===== src/rtl/alul_pipe.sv =====
// alul_pipe -- two-stage pipelined logic/shift unit with valid/ready flow control.
//
// Ports:
//   CLK        sole clock, all state updates on the rising edge
//   RST        synchronous active-high reset
//   A, B       WIDTH-bit operands
//   SEL        3-bit operation select:
//                000 A&B   001 A|B   010 A^B    011 ~A
//                100 ~(A&B) 101 ~(A|B) 110 A<<1  111 A>>1
//   IN_VALID   operands/SEL valid
//   IN_READY   block can accept operands this cycle
//   OUT        registered result
//   CARRY      bit shifted out by the shift ops, 0 otherwise
//   ZERO       OUT == 0
//   PARITY     XOR-reduction of OUT
//   OUT_VALID  OUT and flags valid
//   OUT_READY  consumer accepts the result
//   ACC_SEL    (only with ALUL_ACC_EN) use the accumulator as an operand
//
// Optional feature: define ALUL_ACC_EN to add ACC_SEL and a WIDTH-bit
// accumulator that holds the result of the most recent accepted transaction.
// With ACC_SEL=1 the accumulator replaces B for the binary ops, and replaces
// A for ~A and the two shifts (the ops that only look at A).
//
// Handshake: a transfer happens on a rising edge where VALID and READY are both
// 1 on that interface. Once OUT_VALID is raised, OUT and the flags hold stable
// until the edge where OUT_READY is also 1. IN_READY never depends on IN_VALID.
//
// Pipeline: S1 captures the result at acceptance; S2 is the output register.
// Latency is 2 edges (accept at edge N, OUT_VALID after edge N+1), throughput
// one transaction per cycle.

module alul_pipe #(
  parameter int WIDTH = 8
) (
  input  logic             CLK,
  input  logic             RST,
  input  logic [WIDTH-1:0] A,
  input  logic [WIDTH-1:0] B,
  input  logic [2:0]       SEL,
  input  logic             IN_VALID,
  output logic             IN_READY,
  output logic [WIDTH-1:0] OUT,
  output logic             CARRY,
  output logic             ZERO,
  output logic             PARITY,
  output logic             OUT_VALID,
  input  logic             OUT_READY
`ifdef ALUL_ACC_EN
  ,
  input  logic             ACC_SEL
`endif
);

  // Stage 1 registers
  logic             s1_valid;
  logic [WIDTH-1:0] s1_res;
  logic             s1_carry;
  logic             s1_zero;
  logic             s1_parity;

  logic             s2_ready;
  logic             in_fire;

  logic [WIDTH-1:0] op_a;
  logic [WIDTH-1:0] op_b;
  logic [WIDTH-1:0] res;
  logic             carry;

`ifdef ALUL_ACC_EN
  logic [WIDTH-1:0] acc;
`endif

  // S2 can take new data when it is empty or its content leaves this edge.
  assign s2_ready = !OUT_VALID || OUT_READY;
  // S1 can take new data when it is empty or its content moves to S2 this edge.
  assign IN_READY = (!s1_valid || s2_ready) && !RST;
  assign in_fire  = IN_VALID && IN_READY;

  // Operand selection
  always_comb begin
    op_a = A;
    op_b = B;
`ifdef ALUL_ACC_EN
    if (ACC_SEL) begin
      // ~A and the shifts only use A, so the accumulator stands in for A there.
      if (SEL == 3'b011 || SEL[2:1] == 2'b11) begin
        op_a = acc;
      end else begin
        op_b = acc;
      end
    end
`endif
  end

  // Operation
  always_comb begin
    res   = '0;
    carry = 1'b0;
    case (SEL)
      3'b000: res = op_a & op_b;
      3'b001: res = op_a | op_b;
      3'b010: res = op_a ^ op_b;
      3'b011: res = ~op_a;
      3'b100: res = ~(op_a & op_b);
      3'b101: res = ~(op_a | op_b);
      3'b110: begin
        res   = {op_a[WIDTH-2:0], 1'b0};
        carry = op_a[WIDTH-1];
      end
      default: begin
        res   = {1'b0, op_a[WIDTH-1:1]};
        carry = op_a[0];
      end
    endcase
  end

  always_ff @(posedge CLK) begin
    if (RST) begin
      s1_valid  <= 1'b0;
      s1_res    <= '0;
      s1_carry  <= 1'b0;
      s1_zero   <= 1'b0;
      s1_parity <= 1'b0;
      OUT_VALID <= 1'b0;
      OUT       <= '0;
      CARRY     <= 1'b0;
      ZERO      <= 1'b0;
      PARITY    <= 1'b0;
`ifdef ALUL_ACC_EN
      acc       <= '0;
`endif
    end else begin
      // S1 -> S2
      if (s2_ready) begin
        OUT_VALID <= s1_valid;
        if (s1_valid) begin
          OUT    <= s1_res;
          CARRY  <= s1_carry;
          ZERO   <= s1_zero;
          PARITY <= s1_parity;
        end
      end

      // Input -> S1; if nothing new arrives, S1 empties when it moved on.
      if (in_fire) begin
        s1_valid  <= 1'b1;
        s1_res    <= res;
        s1_carry  <= carry;
        s1_zero   <= (res == '0);
        s1_parity <= ^res;
      end else if (s2_ready) begin
        s1_valid <= 1'b0;
      end

`ifdef ALUL_ACC_EN
      if (in_fire) begin
        acc <= res;
      end
`endif
    end
  end

endmodule


===== config.mk =====
export PLATFORM = sky130hd
export DESIGN_NAME = alul_pipe
export DESIGN_NICKNAME = d
export VERILOG_FILES = /design/src/rtl/alul_pipe.sv
export SDC_FILE = /design/constraint.sdc
export NUM_CORES = 1
export LEC_CHECK = 0
export BUFFER_PORTS_ARGS = -buffer_cell sky130_fd_sc_hd__buf_2
export CORE_MARGIN = 10
export CORE_UTILIZATION = 50
export CTS_BUF_LIST = sky130_fd_sc_hd__clkbuf_16
export DETAILED_ROUTE_END_ITERATION = 10
export GPL_TIMING_DRIVEN = 0
export PLACE_DENSITY = 0.75
export SLEW_MARGIN = 20
export SYNTH_ARGS = -nofsm -noshare
export SYNTH_HDL_FRONTEND = slang
export SYNTH_SLANG_ARGS = --single-unit
export TNS_END_PERCENT = 5

===== constraint.sdc =====
create_clock -name CLK -period 2.3 [get_ports CLK]
set_clock_uncertainty 0.2 [all_clocks]
set_input_delay 0.46 -clock CLK [delete_from_list [all_inputs] [get_ports CLK]]
set_output_delay 0.46 -clock CLK [all_outputs]
set_load 0.05 [all_outputs]

==> flow_summary.yaml, run 1 <==
run:
  maxCapViolations: 0
logic_synthesis:
  synth_cells: 217
  syn_nets: 260
  ys_warn_count: 0
  synth-seq-cells: 24
  synth_ff_type: "dfxtp_1"
  syn-cell-area_mm2: 0.00185
  ys_types: 50
  yosysSeqAreaShare_pct: 25.9
  avgSynthCellArea_um2: 8.55
  synth_edf_count: 0
  async_flop_share_pct: 0
worst_setup_path:
  worstPathMaxFanout: 6
  r2r-end: "s1_carry"
  critical_path_class: "in2reg"
  r2r_setup_slack_ps: 680
  cp_data_required_time_ps: 2250
  critPathLaunchType: "input port"
  endpoint_kind: "flip-flop"
  reg2reg_from: "OUT_VALID"
  reg2reg_depth: 4
  crit_arrival_ps: 2220
global_route:
  overflow: 0
  first_global_vias: 1537
  grt_usage_pct: 12.6
  grt_pass1_wl_um: 6760
  grt_max_degree: 14
  antenna_found_initial: 0
routing:
  drc: 0
  met3_length_um: 218
  first_pass_iters: 4
  met1_length_um: 1990
  drt_iter0_drc: 84
  dr.max_layer_used: "met4"
  wl_met2_um: 2090
  wl_um: 4410
  routed_via_density: 5.41
  via_count: 1660
  postRouteAntennaNets: 0
  wl_per_cell_um: 14.4
final_layout:
  final_layout_size_suffix_gt1_share_pct: 27.4
  synthToLayoutAreaGrowth_pct: 25.7
  layout_commonest_cell: "buf_2"
  fin_cells: 307
  num_antenna_cells: 0
  mostFrequentLayoutCells: "buf_2, dfxtp_1, nor2_1, inv_1, ha_1"
  fin_nets: 303
  fillers: 327
min_path:
  holdPathStages: 2
  hp-class: "reg2reg"
  hp-start: "s1_carry"
  min_to: "s1_carry"
sta:
  setup_viol: 0
  drv_slew: 0
  timing.final.crit_share_pct: 99.0
  worst_pin_slew_ps: 436
  timing.fmax_ghz: 0.439
  timing.final.ws_setup_ps: 23.2
  fin_crit_ps: 2280
  rsz0062_at_grt: "yes"
  slew_headroom_pct: 70.9
  tns_ps: 0
  hold_violations: 0
clock_tree:
  tritoncts: "done"
  clkSlewWorstSetupHoldPaths_ps: 60
  clock-root-buffer: "clkbuf_16"
  cts_sinks: 24
  clock_latency_ps: 260
  hold_buffers: 0
  clk_path_buf_depth: 2
  htreeDepth: 1
  cts_inserted_buffers: 3
floorplan:
  row_count: 22
  start_util_pct: 51.0
  design.core.area_mm2: 0.00363
  die_h_um: 80.9
  dieArea_mm2: 0.00654
  die_w_um: 80.9
  top_level_ports: 36
placed_design:
  pre_cts_ws_ps: -261
  place.gp.congestion: 0.872
  dp_hpwl_um: 3300
  numPortBuffers: 34
  dp_cells: 299
pwr:
  power.density_mw_per_mm2: 526
  leakagePower_uw: 0.00115
  peakVddDrop_mv: 0.248
run_status:
  outcome: "completed"
==> routing by layer <==
metal / GRT usage, % / vias to the layer above
li1: - / 843
met1: 15.4 / 764
met2: 20.9 / 44
met3: 1.99 / 9
met4: 6.57 / 0
met5: 0 / -
==> worst max path at each step <==
stage | start | end | slack, ps
global route | SEL[0] | s1_parity | -90
floorplan | A[5] | s1_parity | 0.5
detailed placement | A[5] | s1_parity | -260
global placement | A[4] | s1_parity | -220
finish | SEL[0] | s1_parity | 20
CTS | A[5] | s1_parity | 10
==> through the flow <==
stage	hold slack, ps	instance area, um2	power [uW]	util [%]
after floorplan	224	1850	706	-
after global placement	239	2080	784	57.4
after detailed placement	247	2080	792	57.4
after CTS	254	2160	1160	59.5
after global routing	272	2330	1300	64.2
final	250	2330	1230	64.2
==> critical path: stages <==
cell and delay, ps:
buf_8 100, buf_6 120, buf_6 120, or2_4 250
and2_4 140, a221oi_4 240, or2_1 180, ha_4 210
xnor2_2 170, xnor2_1 140, o21ai_1 80
==> where the power goes <==
part           switching [uW]  internal, uW  leakage, uW
clock                     140           232    0.0000385
sequential               14.7           444     0.000196
combinational             207           187     0.000913
==> cells in the mapped netlist, types with 2 or more instances <==
| library cell | n | area share (%) |
|---|---|---|
| or3_1 | 2 | 0.67 |
| o31ai_1 | 4 | 1.6 |
| nor2b_1 | 7 | 2.4 |
| o211ai_1 | 3 | 1.2 |
| o21ai_0 | 6 | 1.6 |
| o21ai_1 | 9 | 2.4 |
| clkbuf_1 | 2 | 0.41 |
| and3b_1 | 2 | 0.94 |
| buf_6 | 4 | 2.4 |
| buf_2 | 4 | 1.1 |
| and3_1 | 3 | 1.0 |
| dfxtp_1 | 24 | 26 |
| mux2i_1 | 16 | 8.6 |
| a21oi_1 | 7 | 1.9 |
| a311oi_1 | 2 | 0.94 |
| buf_4 | 2 | 0.81 |
| or2_1 | 2 | 0.67 |
| inv_1 | 20 | 4.0 |
| inv_2 | 2 | 0.41 |
| o211a_1 | 2 | 1.1 |
| ha_1 | 20 | 13 |
| nor3_1 | 2 | 0.54 |
| nand3b_1 | 8 | 3.2 |
| xnor2_1 | 3 | 1.4 |
| a211oi_1 | 2 | 0.81 |
| nand2_1 | 8 | 1.6 |
| nor2_1 | 23 | 4.7 |
| nand2b_1 | 6 | 2.0 |
==> timing repair <==
action | CTS | global route
buffers inserted | 0 | 4
endpoints found under the setup margin | 0 | 1
resized for setup | 0 | 30
==> sequential cells by signal (all words and copies together), names as in the netlist <==
signal	flops
s1_zero	1
OUT_VALID	1
s1_carry	1
s1_valid	1
PARITY	1
s1_res	8
s1_parity	1
ZERO	1
CARRY	1
OUT	8
==> cell families after synthesis <==
family                     Yosys count  synth area share (%)
AOI/OAI and AO/OA                   45                  17.4
xor gates and xnor gates             3                  1.42
adders and majority gates           20                  13.5
buffers and inverters               34                  9.18
DFF                                 24                  25.9
muxes                               18                  10.5
and+or+nand+nor                     73                  22.1
==> final cells by class <==
cell class / instances / area [um2] / area share, %
multi-input combinational: 159 / 1310 / 56.4
sequential: 24 / 480 / 20.6
timing repair buffer: 38 / 228 / 9.77
buffer: 12 / 87.6 / 3.76
inverter: 22 / 82.6 / 3.54
clock buffer: 3 / 75.1 / 3.22
tap: 48 / 60.1 / 2.58
clock inverter: 1 / 3.75 / 0.161
Power figures use the tool's default switching activity.
==> run 2, diff against run 1 <==
Settings changed: ABC_AREA set to 1, CORE_UTILIZATION 50 to 51, PLACE_DENSITY 0.75 to 0.76.
==> flow_summary.yaml, run 2 <==
floorplan:
  die_w_um: 82.8
  design.core.area_mm2: 0.00374
  start_util_pct: 53.7
  top_level_ports: 36
  row_count: 22
  dieArea_mm2: 0.00686
  die_h_um: 82.8
final_layout:
  mostFrequentLayoutCells: "nand2_1, nor2_1, nand3_1, inv_1, buf_2"
  final_layout_size_suffix_gt1_share_pct: 16.6
  fin_nets: 381
  fillers: 373
  fin_cells: 385
  final_area_mm2: 0.00232
  reg_top3: "OUT: 8 flops, s1_res: 8 flops"
  synthToLayoutAreaGrowth_pct: 15.1
  layout_commonest_cell: "nand2_1"
  num_antenna_cells: 0
logic_synthesis:
  synth_top_area_share_pct: 23.9
  synth-seq-cells: 24
  synth_ff_type: "dfxtp_1"
  async_flop_share_pct: 0
  synth_edf_count: 0
  synth_area_leaders: "dfxtp_1, nand2_1, ha_1"
  synth.most_common_cell: "nand2_1"
  syn-cell-area_mm2: 0.00201
  synth_cells: 300
  yosys.area.top_type: "dfxtp_1"
  syn_nets: 343
  ys_warn_count: 0
  ys_types: 24
  netlist_top_cells_count: "nand2_1, nor2_1, nand3_1"
  avgSynthCellArea_um2: 6.71
  yosysSeqAreaShare_pct: 23.9
worst_setup_path:
  cp_data_required_time_ps: 2220
  worst_path_most_repeated_cell: "xnor2_1"
  r2r_setup_slack_ps: 850
  crit_arrival_ps: 2030
  crit_start: "SEL[1]"
  reg2reg_from: "OUT_VALID"
  endpoint_kind: "flip-flop"
  reg2reg_depth: 7
  cp.depth: 11
  crit_family: "buffers and inverters"
  crit_buf_inv: 4
  critPathMaxStageDelay_ps: 230
  r2r-end: "s1_res[4]"
  cp_cell_sequence: "buf_2 -> buf_6 -> nand3_4 -> clkinv_1 -> nand2_1 -> nand3_2 -> inv_1 -> ha_1 -> xnor2_1 -> xnor2_1 -> o21ai_0"
  worstPathMaxFanout: 10
  crit_end: "s1_parity"
  crit_slowest_cell: "ha_1"
  critPathLaunchType: "input port"
  critical_path_class: "in2reg"
clock_tree:
  post-cts-setup-buffers: 0
  clk_path_buf_depth: 2
  cts_inserted_buffers: 3
  cts_sinks: 24
  htreeDepth: 1
  clkSlewWorstSetupHoldPaths_ps: 60
  clock-root-buffer: "clkbuf_16"
  clock_latency_ps: 250
  hold_buffers: 0
  cts_resized: 0
  tritoncts: "done"
pwr:
  power.density_mw_per_mm2: 520
  leakagePower_uw: 0.00126
  total_power_uw: 1210
  peakVddDrop_mv: 0.353
placed_design:
  dp_cells: 381
  place_area_mm2: 0.00224
  numPortBuffers: 33
  dp_hpwl_um: 3880
  place.gp.congestion: 0.914
global_route:
  grt_pass1_wl_um: 8560
  grt_usage_pct: 13.9
  antenna_found_initial: 0
  grt_max_degree: 14
  first_global_vias: 1896
  overflow: 0
routing:
  first_pass_iters: 5
  wl_um: 5010
  drc: 0
  wl_per_cell_um: 13.0
  via_count: 2028
  postRouteAntennaNets: 0
  drt_iter0_drc: 204
  routed_via_density: 5.27
sta:
  drv_slew: 0
  fin_crit_ps: 2110
  tns_ps: 0
  worst_pin_slew_ps: 437
  hold_violations: 0
  setup_viol: 0
  timing.final.crit_share_pct: 91.9
  rsz0062_at_grt: "no"
  slew_headroom_pct: 70.8
  timing.fmax_ghz: 0.473
run_status:
  outcome: "completed"
min_path:
  hp-class: "in2reg"
run:
  maxCapViolations: 0
## run 2: cell types whose count changed in the layout (fill, tap and decap cells not counted), sizes merged, moves of 4 or more
cell | before | now
mux2i | 16 | 0
nand4 | 1 | 22
nor2b | 7 | 0
nand2b | 6 | 0
o31ai | 5 | 0
nand3 | 1 | 37
inv | 22 | 37
nand2 | 8 | 73
buf | 47 | 41
nor2 | 23 | 42
clkbuf | 6 | 10
## run 2: layout make-up
cell class	instances	area, um2	area share, %
buffer	15	159	6.86
clock buffer	3	75.1	3.24
clock inverter	1	3.75	0.162
inverter	38	150	6.48
multi-input combinational	223	1220	52.8
sequential	24	480	20.7
tap	48	60.1	2.59
timing repair buffer	33	165	7.13
## run 2: metrics by stage
step | util, % | hold WS, ps | setup WS, ps
finish | 61.9 | 183 | 187
global route | 61.9 | 196 | 56.0
CTS | 61.9 | 183 | 206
detailed placement | 59.8 | 260 | -57.7
global placement | 59.8 | 248 | -38.3
floorplan | - | 229 | 194
## run 2: how the worst min path moves through the flow
stage	start	end	slack, ps	cells after the start
2_1_floorplan	s1_carry	CARRY	230	2
3_3_place_gp	s1_carry	s1_carry	250	2
3_5_place_dp	s1_res[1]	s1_res[1]	260	2
4_1_cts	RST	s1_valid	180	2
5_1_grt	RST	s1_valid	200	2
6_report	RST	s1_valid	180	2
## run 2: cell families (layout without fill, tap and decap cells)
logic type               after synthesis  in the layout  share of synthesized area (%)
XOR/XNOR                               3              3                           1.31
flip-flops                            24             24                           23.9
buffers and inverters                 53             90                           15.4
AND/OR/NAND/NOR                      179            179                           41.8
AO/OA/AOI/OAI                         21             21                           5.22
adder cells (fa/ha/maj)               20             20                           12.4
## run 2: worst register-to-register path: cells and delay by family, from the launching register on
family | cells | cell delay [ps]
AND/OR/NAND/NOR | 5 | 570
flip-flops | 1 | 340
buffers and inverters | 2 | 230
## run 2: power by group
group	internal [uW]	switching [uW]	total (uW)
Clock	232	134	366
Sequential	450	15.3	465
Combinational	142	232	374
Total	824	382	1210
## run 2: per-layer routing
metal  up-vias  global-route usage [%]  routed length (um)
met5         -                       0                   0
met1       894                    18.3                2310
met4         0                    2.77                  35
li1       1048                       -                   -
met3         4                    3.22                 385
met2        82                    22.5                2290
